File: src/rtl/mem_bus_arbiter_pkg.sv
// Shared types and defaults for the fetch/EX memory bus arbiter.
// Holds the FSM and size encodings plus width and size helper functions.
package mem_bus_arbiter_pkg;

  localparam int XLEN_32B = 1;
  localparam int XLEN_64B = 2;

  localparam int DEFAULT_STARVE_LIMIT = 4;
  localparam int DEFAULT_TIMEOUT      = 255;
  localparam int TIMEOUT_W            = 16;

  typedef enum logic [1:0] {
    ST_IDLE   = 2'd0,
    ST_ACCEPT = 2'd1,
    ST_RESP   = 2'd2,
    ST_DONE   = 2'd3
  } arb_state_t;

  typedef enum logic [1:0] {
    SIZE_BYTE  = 2'd0,
    SIZE_HALF  = 2'd1,
    SIZE_WORD  = 2'd2,
    SIZE_DWORD = 2'd3
  } mem_size_t;

  typedef enum logic {
    OWNER_IF = 1'b0,
    OWNER_EX = 1'b1
  } owner_t;

  function automatic int addr_width(input int xlen);
    return 1 << (xlen + 4);
  endfunction

  // Fetch always moves a full machine word.
  function automatic logic [1:0] fetch_size(input int aw);
    return (aw == 64) ? 2'(SIZE_DWORD) : 2'(SIZE_WORD);
  endfunction

endpackage

File: src/rtl/mem_bus_arbiter_if.sv
// Pipeline-side ports (fetch, EX, stalls) and the bus command/response
// channel of the arbiter; master is the arbiter, slave is its surroundings.
interface mem_bus_arbiter_if #(
  parameter int AW = 64
);

  logic          if_req;
  logic [AW-1:0] if_addr;
  logic [AW-1:0] if_rdata;
  logic          if_done;
  logic          if_err;

  logic          ex_req;
  logic          ex_we;
  logic [AW-1:0] ex_addr;
  logic [AW-1:0] ex_wdata;
  logic [1:0]    ex_size;
  logic [AW-1:0] ex_rdata;
  logic          ex_done;
  logic          ex_err;

  logic          bus_valid;
  logic          bus_we;
  logic [AW-1:0] bus_addr;
  logic [AW-1:0] bus_wdata;
  logic [1:0]    bus_size;
  logic          bus_ready;
  logic          bus_rvalid;
  logic [AW-1:0] bus_rdata;
  logic          bus_err;

  logic          stall_f;
  logic          stall_m;

  modport master (
    input  if_req, if_addr,
    input  ex_req, ex_we, ex_addr, ex_wdata, ex_size,
    input  bus_ready, bus_rvalid, bus_rdata, bus_err,
    output if_rdata, if_done, if_err,
    output ex_rdata, ex_done, ex_err,
    output bus_valid, bus_we, bus_addr, bus_wdata, bus_size,
    output stall_f, stall_m
  );

  modport slave (
    output if_req, if_addr,
    output ex_req, ex_we, ex_addr, ex_wdata, ex_size,
    output bus_ready, bus_rvalid, bus_rdata, bus_err,
    input  if_rdata, if_done, if_err,
    input  ex_rdata, ex_done, ex_err,
    input  bus_valid, bus_we, bus_addr, bus_wdata, bus_size,
    input  stall_f, stall_m
  );

endinterface

File: src/rtl/mem_bus_arbiter_timeout_counter.sv
// Cycle counter that flags the last cycle an access may spend waiting on the bus.
// terminal rises during the TIMEOUT-th counted cycle so the abort lands right after it.
module mem_arb_timeout_counter
  import mem_bus_arbiter_pkg::*;
#(
  parameter int TIMEOUT = DEFAULT_TIMEOUT
) (
  input  logic clk,
  input  logic rst_n,
  input  logic clear,
  input  logic enable,
  output logic terminal
);

  localparam logic [TIMEOUT_W-1:0] LAST = TIMEOUT_W'(TIMEOUT - 1);

  logic [TIMEOUT_W-1:0] count;

  assign terminal = (count == LAST);

  always_ff @(posedge clk or negedge rst_n) begin
    if (!rst_n) begin
      count <= '0;
    end else if (clear) begin
      count <= '0;
    end else if (enable && !terminal) begin
      count <= count + 1'b1;
    end
  end

endmodule

File: src/rtl/mem_bus_arbiter.sv
// Arbitrates one single-ported memory bus between fetch and EX load/store,
// with EX priority, a fetch starvation guard and a per-access timeout.
module mem_bus_arbiter
  import mem_bus_arbiter_pkg::*;
#(
  parameter int XLEN         = XLEN_64B,
  parameter int STARVE_LIMIT = DEFAULT_STARVE_LIMIT,
  parameter int TIMEOUT      = DEFAULT_TIMEOUT
) (
  input  logic              clk,
  input  logic              rst_n,
  mem_bus_arbiter_if.master bus
);

  localparam int            AW         = addr_width(XLEN);
  localparam int            SW         = $clog2(STARVE_LIMIT + 1);
  localparam logic [1:0]    FETCH_SIZE = fetch_size(AW);
  localparam logic [SW-1:0] STARVE_MAX = SW'(STARVE_LIMIT);

  arb_state_t    state;
  owner_t        owner;
  logic [SW-1:0] starve;

  logic          any_req;
  logic          ex_wins;
  logic          to_clear;
  logic          to_enable;
  logic          to_terminal;
  logic          finish;
  logic          fin_err;
  logic [AW-1:0] fin_data;

  assign any_req   = bus.if_req | bus.ex_req;
  assign ex_wins   = bus.ex_req & ~((starve == STARVE_MAX) & bus.if_req);
  assign to_clear  = (state == ST_IDLE);
  assign to_enable = (state == ST_ACCEPT) | (state == ST_RESP);

  assign bus.stall_f = bus.if_req & ~bus.if_done;
  assign bus.stall_m = bus.ex_req & ~bus.ex_done;

  mem_arb_timeout_counter #(
    .TIMEOUT (TIMEOUT)
  ) u_timeout (
    .clk      (clk),
    .rst_n    (rst_n),
    .clear    (to_clear),
    .enable   (to_enable),
    .terminal (to_terminal)
  );

  // A real response beats a timeout landing in the same cycle; an abort returns zero data.
  always_comb begin
    finish   = 1'b0;
    fin_err  = 1'b1;
    fin_data = '0;
    case (state)
      ST_ACCEPT: finish = to_terminal;
      ST_RESP: begin
        if (bus.bus_rvalid) begin
          finish   = 1'b1;
          fin_err  = bus.bus_err;
          fin_data = bus.bus_rdata;
        end else begin
          finish = to_terminal;
        end
      end
      default: finish = 1'b0;
    endcase
  end

  always_ff @(posedge clk or negedge rst_n) begin
    if (!rst_n) begin
      state         <= ST_IDLE;
      owner         <= OWNER_IF;
      starve        <= '0;
      bus.bus_valid <= 1'b0;
      bus.bus_we    <= 1'b0;
      bus.bus_addr  <= '0;
      bus.bus_wdata <= '0;
      bus.bus_size  <= '0;
      bus.if_rdata  <= '0;
      bus.if_done   <= 1'b0;
      bus.if_err    <= 1'b0;
      bus.ex_rdata  <= '0;
      bus.ex_done   <= 1'b0;
      bus.ex_err    <= 1'b0;
    end else begin
      bus.if_done <= 1'b0;
      bus.ex_done <= 1'b0;
      bus.if_err  <= 1'b0;
      bus.ex_err  <= 1'b0;

      if (finish) begin
        if (owner == OWNER_EX) begin
          bus.ex_done  <= 1'b1;
          bus.ex_err   <= fin_err;
          bus.ex_rdata <= fin_data;
        end else begin
          bus.if_done  <= 1'b1;
          bus.if_err   <= fin_err;
          bus.if_rdata <= fin_data;
        end
      end

      case (state)
        ST_IDLE: begin
          if (!bus.if_req) begin
            starve <= '0;
          end
          if (any_req) begin
            state         <= ST_ACCEPT;
            bus.bus_valid <= 1'b1;
            if (ex_wins) begin
              owner         <= OWNER_EX;
              bus.bus_we    <= bus.ex_we;
              bus.bus_addr  <= bus.ex_addr;
              bus.bus_wdata <= bus.ex_wdata;
              bus.bus_size  <= bus.ex_size;
              if (bus.if_req && (starve != STARVE_MAX)) begin
                starve <= starve + 1'b1;
              end
            end else begin
              owner         <= OWNER_IF;
              bus.bus_we    <= 1'b0;
              bus.bus_addr  <= bus.if_addr;
              bus.bus_wdata <= '0;
              bus.bus_size  <= FETCH_SIZE;
              starve        <= '0;
            end
          end
        end
        ST_ACCEPT: begin
          if (finish) begin
            bus.bus_valid <= 1'b0;
            state         <= ST_DONE;
          end else if (bus.bus_ready) begin
            bus.bus_valid <= 1'b0;
            state         <= ST_RESP;
          end
        end
        ST_RESP: begin
          if (finish) begin
            state <= ST_DONE;
          end
        end
        ST_DONE: state <= ST_IDLE;
        default: state <= ST_IDLE;
      endcase
    end
  end

endmodule
File: src/flat_wrapper.sv
// flat-port wrapper written by rule: the top's interface ports become plain ports
module mem_bus_arbiter_flat import mem_bus_arbiter_pkg::*;
#(
  parameter int XLEN         = XLEN_64B,
  parameter int STARVE_LIMIT = DEFAULT_STARVE_LIMIT,
  parameter int TIMEOUT      = DEFAULT_TIMEOUT
)
  (clk, rst_n, bus_if_req, bus_if_addr, bus_ex_req, bus_ex_we, bus_ex_addr, bus_ex_wdata, bus_ex_size, bus_bus_ready, bus_bus_rvalid, bus_bus_rdata, bus_bus_err, bus_if_rdata, bus_if_done, bus_if_err, bus_ex_rdata, bus_ex_done, bus_ex_err, bus_bus_valid, bus_bus_we, bus_bus_addr, bus_bus_wdata, bus_bus_size, bus_stall_f, bus_stall_m);
  mem_bus_arbiter_if bus_i ();
  input  logic clk;
  input  logic rst_n;
  input wire logic [$bits(bus_i.if_req)-1:0] bus_if_req;
  input wire logic [$bits(bus_i.if_addr)-1:0] bus_if_addr;
  input wire logic [$bits(bus_i.ex_req)-1:0] bus_ex_req;
  input wire logic [$bits(bus_i.ex_we)-1:0] bus_ex_we;
  input wire logic [$bits(bus_i.ex_addr)-1:0] bus_ex_addr;
  input wire logic [$bits(bus_i.ex_wdata)-1:0] bus_ex_wdata;
  input wire logic [$bits(bus_i.ex_size)-1:0] bus_ex_size;
  input wire logic [$bits(bus_i.bus_ready)-1:0] bus_bus_ready;
  input wire logic [$bits(bus_i.bus_rvalid)-1:0] bus_bus_rvalid;
  input wire logic [$bits(bus_i.bus_rdata)-1:0] bus_bus_rdata;
  input wire logic [$bits(bus_i.bus_err)-1:0] bus_bus_err;
  output wire logic [$bits(bus_i.if_rdata)-1:0] bus_if_rdata;
  output wire logic [$bits(bus_i.if_done)-1:0] bus_if_done;
  output wire logic [$bits(bus_i.if_err)-1:0] bus_if_err;
  output wire logic [$bits(bus_i.ex_rdata)-1:0] bus_ex_rdata;
  output wire logic [$bits(bus_i.ex_done)-1:0] bus_ex_done;
  output wire logic [$bits(bus_i.ex_err)-1:0] bus_ex_err;
  output wire logic [$bits(bus_i.bus_valid)-1:0] bus_bus_valid;
  output wire logic [$bits(bus_i.bus_we)-1:0] bus_bus_we;
  output wire logic [$bits(bus_i.bus_addr)-1:0] bus_bus_addr;
  output wire logic [$bits(bus_i.bus_wdata)-1:0] bus_bus_wdata;
  output wire logic [$bits(bus_i.bus_size)-1:0] bus_bus_size;
  output wire logic [$bits(bus_i.stall_f)-1:0] bus_stall_f;
  output wire logic [$bits(bus_i.stall_m)-1:0] bus_stall_m;
  assign bus_i.if_req = bus_if_req;
  assign bus_i.if_addr = bus_if_addr;
  assign bus_i.ex_req = bus_ex_req;
  assign bus_i.ex_we = bus_ex_we;
  assign bus_i.ex_addr = bus_ex_addr;
  assign bus_i.ex_wdata = bus_ex_wdata;
  assign bus_i.ex_size = bus_ex_size;
  assign bus_i.bus_ready = bus_bus_ready;
  assign bus_i.bus_rvalid = bus_bus_rvalid;
  assign bus_i.bus_rdata = bus_bus_rdata;
  assign bus_i.bus_err = bus_bus_err;
  assign bus_if_rdata = bus_i.if_rdata;
  assign bus_if_done = bus_i.if_done;
  assign bus_if_err = bus_i.if_err;
  assign bus_ex_rdata = bus_i.ex_rdata;
  assign bus_ex_done = bus_i.ex_done;
  assign bus_ex_err = bus_i.ex_err;
  assign bus_bus_valid = bus_i.bus_valid;
  assign bus_bus_we = bus_i.bus_we;
  assign bus_bus_addr = bus_i.bus_addr;
  assign bus_bus_wdata = bus_i.bus_wdata;
  assign bus_bus_size = bus_i.bus_size;
  assign bus_stall_f = bus_i.stall_f;
  assign bus_stall_m = bus_i.stall_m;
  mem_bus_arbiter #(.XLEN(XLEN), .STARVE_LIMIT(STARVE_LIMIT), .TIMEOUT(TIMEOUT)) u_core (.clk(clk), .rst_n(rst_n), .bus(bus_i));
endmodule
File: config.mk
export PLATFORM = sky130hd
export DESIGN_NAME = mem_bus_arbiter_flat
export DESIGN_NICKNAME = d
export VERILOG_FILES = /design/src/rtl/mem_bus_arbiter_pkg.sv /design/src/rtl/mem_bus_arbiter_if.sv /design/src/rtl/mem_bus_arbiter_timeout_counter.sv /design/src/rtl/mem_bus_arbiter.sv /design/src/flat_wrapper.sv
export SDC_FILE = /design/constraint.sdc
export NUM_CORES = 1
export LEC_CHECK = 0
export ABC_AREA = 1
export CORE_AREA = 2 2 204 206
export CTS_BUF_LIST = sky130_fd_sc_hd__clkbuf_2 sky130_fd_sc_hd__clkbuf_4 sky130_fd_sc_hd__clkbuf_8
export CTS_CLUSTER_DIAMETER = 200
export CTS_CLUSTER_SIZE = 8
export DETAILED_ROUTE_END_ITERATION = 16
export DIE_AREA = 0 0 206 208
export GPL_TIMING_DRIVEN = 0
export HOLD_SLACK_MARGIN = 0.05
export SYNTH_ARGS = -nofsm -noshare
export SYNTH_HDL_FRONTEND = slang
export SYNTH_SLANG_ARGS = --single-unit
File: constraint.sdc
create_clock -name clk -period 2.4 [get_ports clk]
set_input_delay 0.72 -clock clk [delete_from_list [all_inputs] [get_ports clk]]
set_output_delay 0.72 -clock clk [all_outputs]
set_load 0.1 [all_outputs]
==> results summary <==
The count of boundary I/O pins is between 500 and 600. The die covers 42800 um2. The number of placement rows came out at 74.

The total global-route track usage came out at roughly 23%. The cell type group with the largest total delay on the critical path is buffers and inverters. The first global-routing pass estimated around 75000 um of wire. The tool flagged a number of max-cap violations equal to 0. TritonCTS built the clock tree. In the post-synthesis netlist, the biggest area contributors are sky130_fd_sc_hd__dfrtp_1, sky130_fd_sc_hd__nand2_1, sky130_fd_sc_hd__o21ai_0, sky130_fd_sc_hd__a22o_1, sky130_fd_sc_hd__nor2_1. For this run, the slowest stage of the critical path takes roughly 580 ps. The post-detailed-placement half-perimeter wirelength came out at approximately 38000 um. The post-synthesis compound-gate area fraction is between 10% and 20%.

The maximum clock frequency came out at approximately 430 MHz. The count of buffers added by post-CTS timing repair for setup came out at 0. The number of antenna violations at the first check in global routing is 6. After synthesis, the largest family of logic cells by area is simple AND/OR/NAND/NOR gates.

The measured slew at the worst slew-check pin is between 700 and 800 ps. The share of cells above drive strength 1 came out at roughly a fifth. The number of distinct library cells after synthesis is 29. The count of nets left with antenna violations once routing finished came out at 0. The share of the clock period used by the worst path came out at between 90% and 100%. In this run the cell area of the synthesized design comes to approximately 12000 um2.

The simple-gate share of the synthesized area is between 10% and 20%. The global placement routability congestion is between 0.9 and 1. The synthesis-to-finish area growth came out at 56.6%. The number of remaining DRC errors is 0. The worst path needs 2340 ps of the cycle, external delays included. The die is between 200 and 250 um wide. The worst register-to-register path begins at u_core.u_timeout.count[0]. In the routed layout, each cell is associated on average with a via count of 4.76. The final-report max-slew violation count is 0. In this run the worst setup path begins at u_core.bus.bus_wdata[24]. The post-route clock skew came out at 26.4 ps. Summed over all layers, the routed wires come to 49900 um. The maximum number of pins on one net before global-route repair came out at approximately 120. The total via count after detailed routing came out at between 10000 and 15000. The share of the Yosys chip area taken by registers is around 58%. The area of the core came out at 40600 um2.

The mean instance size in the synthesized netlist is 8.89 um2. The number of DRC markers in iteration 0 came out at between 600 and 700. The largest fanout of any net on the critical path is 2. STA classifies the critical path endpoint as a primary output.

The H-tree depth came out at 2. The post-detailed-route wirelength per cell is 19.9 um. The total of buffers placed on input and output ports is around 530. The synthesized design contains 286 register bits.

The deepest clock path buffer count came out at 3. The post-synthesis share of cell area spent on xor and xnor gates came out at less than 1%. The critical path buffer and inverter count is 1. Yosys printed 0 warnings. The endpoint required time on the critical path came out at approximately 1700 ps.

Setup repair after global routing left no endpoint under its margin. Counting every net in the synthesized netlist gives between 1500 and 2000. The later pin in the worst-skew pair is clocked with a latency of about 600 ps. The startpoint kind of the worst setup timing path is a register.

The critical path in this run is classified as register to primary output. The die is 208 um tall. The finished cells cover 19500 um2. The post-synthesis share of cell area spent on full adders, half adders and majority gates is less than 1%.

The type of the worst min-delay path is register to register. The clock-pin slew of the registers on the worst-case setup and hold paths is 70 ps. The relative max-transition margin is between 50% and 60%. The flow ran to the end, and the final reports show no timing, DRC or antenna violations. The overflow left after global routing came out at 0. On the critical path, the stage with the largest delay is an instance of sky130_fd_sc_hd__clkdlybuf4s18_2. After the last flow step, the layout net total stands at around 2200.

The effective utilization at floorplan came out at between 30 and 40%. CTS placed an instance of sky130_fd_sc_hd__clkbuf_8 at the clock tree root. The area fraction of the dominant cell type after synthesis is a little under three fifths.

The area of placed instances is 18500 um2. TritonCTS created 41 clock buffers. The via count of the first global-routing pass is about 12000. Counting every sink on the clock net gives 286.

The setup slack of the worst register-to-register path came out at ~210 ps. Setup violations remaining at the end of the flow were counted as 0. The critical path goes through clkdlybuf4s18_2. After synthesis, the share of cell area in mux cells is 0%. The cell count after synthesis came out at 1399.

The arrival time at the worst endpoint is 1620 ps. Of all cell types, the one taking the most synthesized area is sky130_fd_sc_hd__dfrtp_1. The first detailed-routing pass took 5 iterations. The count of final hold-check violations was 0. The worst min-delay path startpoint is u_core.bus.if_rdata[53].
## routing by layer
metal  routed length (um)  up-vias  GRT usage [%]
li1                     -     5673              -
met1                19700     5793           27.9
met5                   37        -              0
met3                 3600       95           6.27
met2                24700      390           38.7
met4                 1830        6           9.58
## sequential cells by signal, summed over array words and instances (netlist names)
register,cells
u_core.bus.if_done,1
u_core.bus.ex_rdata,64
u_core.bus.ex_err,1
u_core.owner,1
u_core.bus.bus_valid,1
u_core.bus.bus_size,2
u_core.bus.ex_done,1
u_core.bus.bus_wdata,64
u_core.u_timeout.count,16
u_core.bus.if_err,1
u_core.starve,3
u_core.bus.if_rdata,64
u_core.state,2
u_core.bus.bus_we,1
u_core.bus.bus_addr,64
## synthesized netlist by cell type (all sizes together)
cell type / n
inv: 91
a22o: 65
clkinv: 5
o22a: 2
o31ai: 6
nor2: 153
xnor2: 2
clkbuf: 52
o211a: 1
o21ai: 269
dfrtp: 286
nand2: 376
buf: 40
nand3: 18
a21oi: 6
ha: 7
nor3: 7
xor2: 8
nand4: 5
## area by class of cell
| cell class | count | area, um2 |
|---|---|---|
| sequential | 286 | 7160 |
| timing repair buffer | 534 | 5720 |
| antenna | 3 | 7.51 |
| fill | 3990 | 21100 |
| multi-input combinational | 925 | 4410 |
| tap | 532 | 666 |
| inverter | 96 | 368 |
| buffer | 92 | 552 |
| clock buffer | 44 | 606 |
| clock inverter | 1 | 7.51 |
## tightest hold or removal path: cells and delay by family, from the launching register on
family             cells  cell delay [ps]
AOI/OAI and AO/OA      1               60
DFF                    1              340
and+or+nand+nor        1               50
## final timing paths
check / to / cells past startpoint
setup reg to reg: u_core.u_timeout.count[15] / 12
hold / removal: u_core.bus.if_rdata[53] / 2
hold reg to reg: u_core.bus.if_rdata[53] / 2
setup / recovery: bus_bus_wdata[24] / 1
max in group asynchronous: u_core.u_timeout.count[13] / 3
min in group asynchronous: u_core.bus.ex_rdata[51] / 2
## placed cells by master (no fill, tap or decap), types with 3 or more instances in the layout
| cell | count |
|---|---|
| sky130_fd_sc_hd__a21oi_1 | 5 |
| sky130_fd_sc_hd__a22o_1 | 65 |
| sky130_fd_sc_hd__buf_1 | 5 |
| sky130_fd_sc_hd__buf_2 | 16 |
| sky130_fd_sc_hd__buf_6 | 16 |
| sky130_fd_sc_hd__buf_8 | 6 |
| sky130_fd_sc_hd__clkbuf_1 | 42 |
| sky130_fd_sc_hd__clkbuf_2 | 10 |
| sky130_fd_sc_hd__clkbuf_8 | 44 |
| sky130_fd_sc_hd__clkdlybuf4s15_2 | 259 |
| sky130_fd_sc_hd__clkdlybuf4s18_2 | 3 |
| sky130_fd_sc_hd__clkdlybuf4s50_1 | 262 |
| sky130_fd_sc_hd__clkinv_1 | 3 |
| sky130_fd_sc_hd__clkinvlp_4 | 3 |
| sky130_fd_sc_hd__dfrtp_1 | 286 |
| sky130_fd_sc_hd__diode_2 | 3 |
| sky130_fd_sc_hd__ha_1 | 6 |
| sky130_fd_sc_hd__inv_1 | 90 |
| sky130_fd_sc_hd__nand2_1 | 371 |
| sky130_fd_sc_hd__nand2_2 | 4 |
| sky130_fd_sc_hd__nand3_1 | 17 |
| sky130_fd_sc_hd__nand4_1 | 5 |
| sky130_fd_sc_hd__nor2_1 | 147 |
| sky130_fd_sc_hd__nor2_4 | 5 |
| sky130_fd_sc_hd__nor3_1 | 7 |
| sky130_fd_sc_hd__o21ai_0 | 199 |
| sky130_fd_sc_hd__o21ai_1 | 70 |
| sky130_fd_sc_hd__o31ai_1 | 6 |
| sky130_fd_sc_hd__xor2_1 | 8 |
## through the flow
stage | std cells | setup TNS, ps | setup slack, ps | utilization [%] | hold slack, ps
4_1_cts | 2510 | 0 | 3.70 | 48.0 | 478
5_1_grt | 2513 | 0 | 6.72 | 48.1 | 503
6_report | 2513 | 0 | 60.9 | 48.1 | 475
2_1_floorplan | 1399 | 0 | 285 | - | 424
3_5_place_dp | 2464 | -95190 | -1030 | 45.6 | 464
3_3_place_gp | 2462 | -3635540 | -12460 | 45.5 | 462
## kinds of logic after synthesis
family                   count (synthesis)
AND/OR/NAND/NOR                        559
AO/OA/AOI/OAI                          349
flip-flops                             286
buffers and inverters                  188
XOR/XNOR                                10
adder cells (fa/ha/maj)                  7
## timing repair
action | in CTS | in global routing
pin swaps | 1 | 0
hold buffers | 1 | 0
endpoints found under the setup margin | 334 | 182
hold endpoints to repair | 1 | 0
gates cloned | 0 | 0
gates resized for setup | 824 | 16
Power is not shown: default switching activity piles up to over one toggle a cycle in this logic, so the estimate is an artifact.
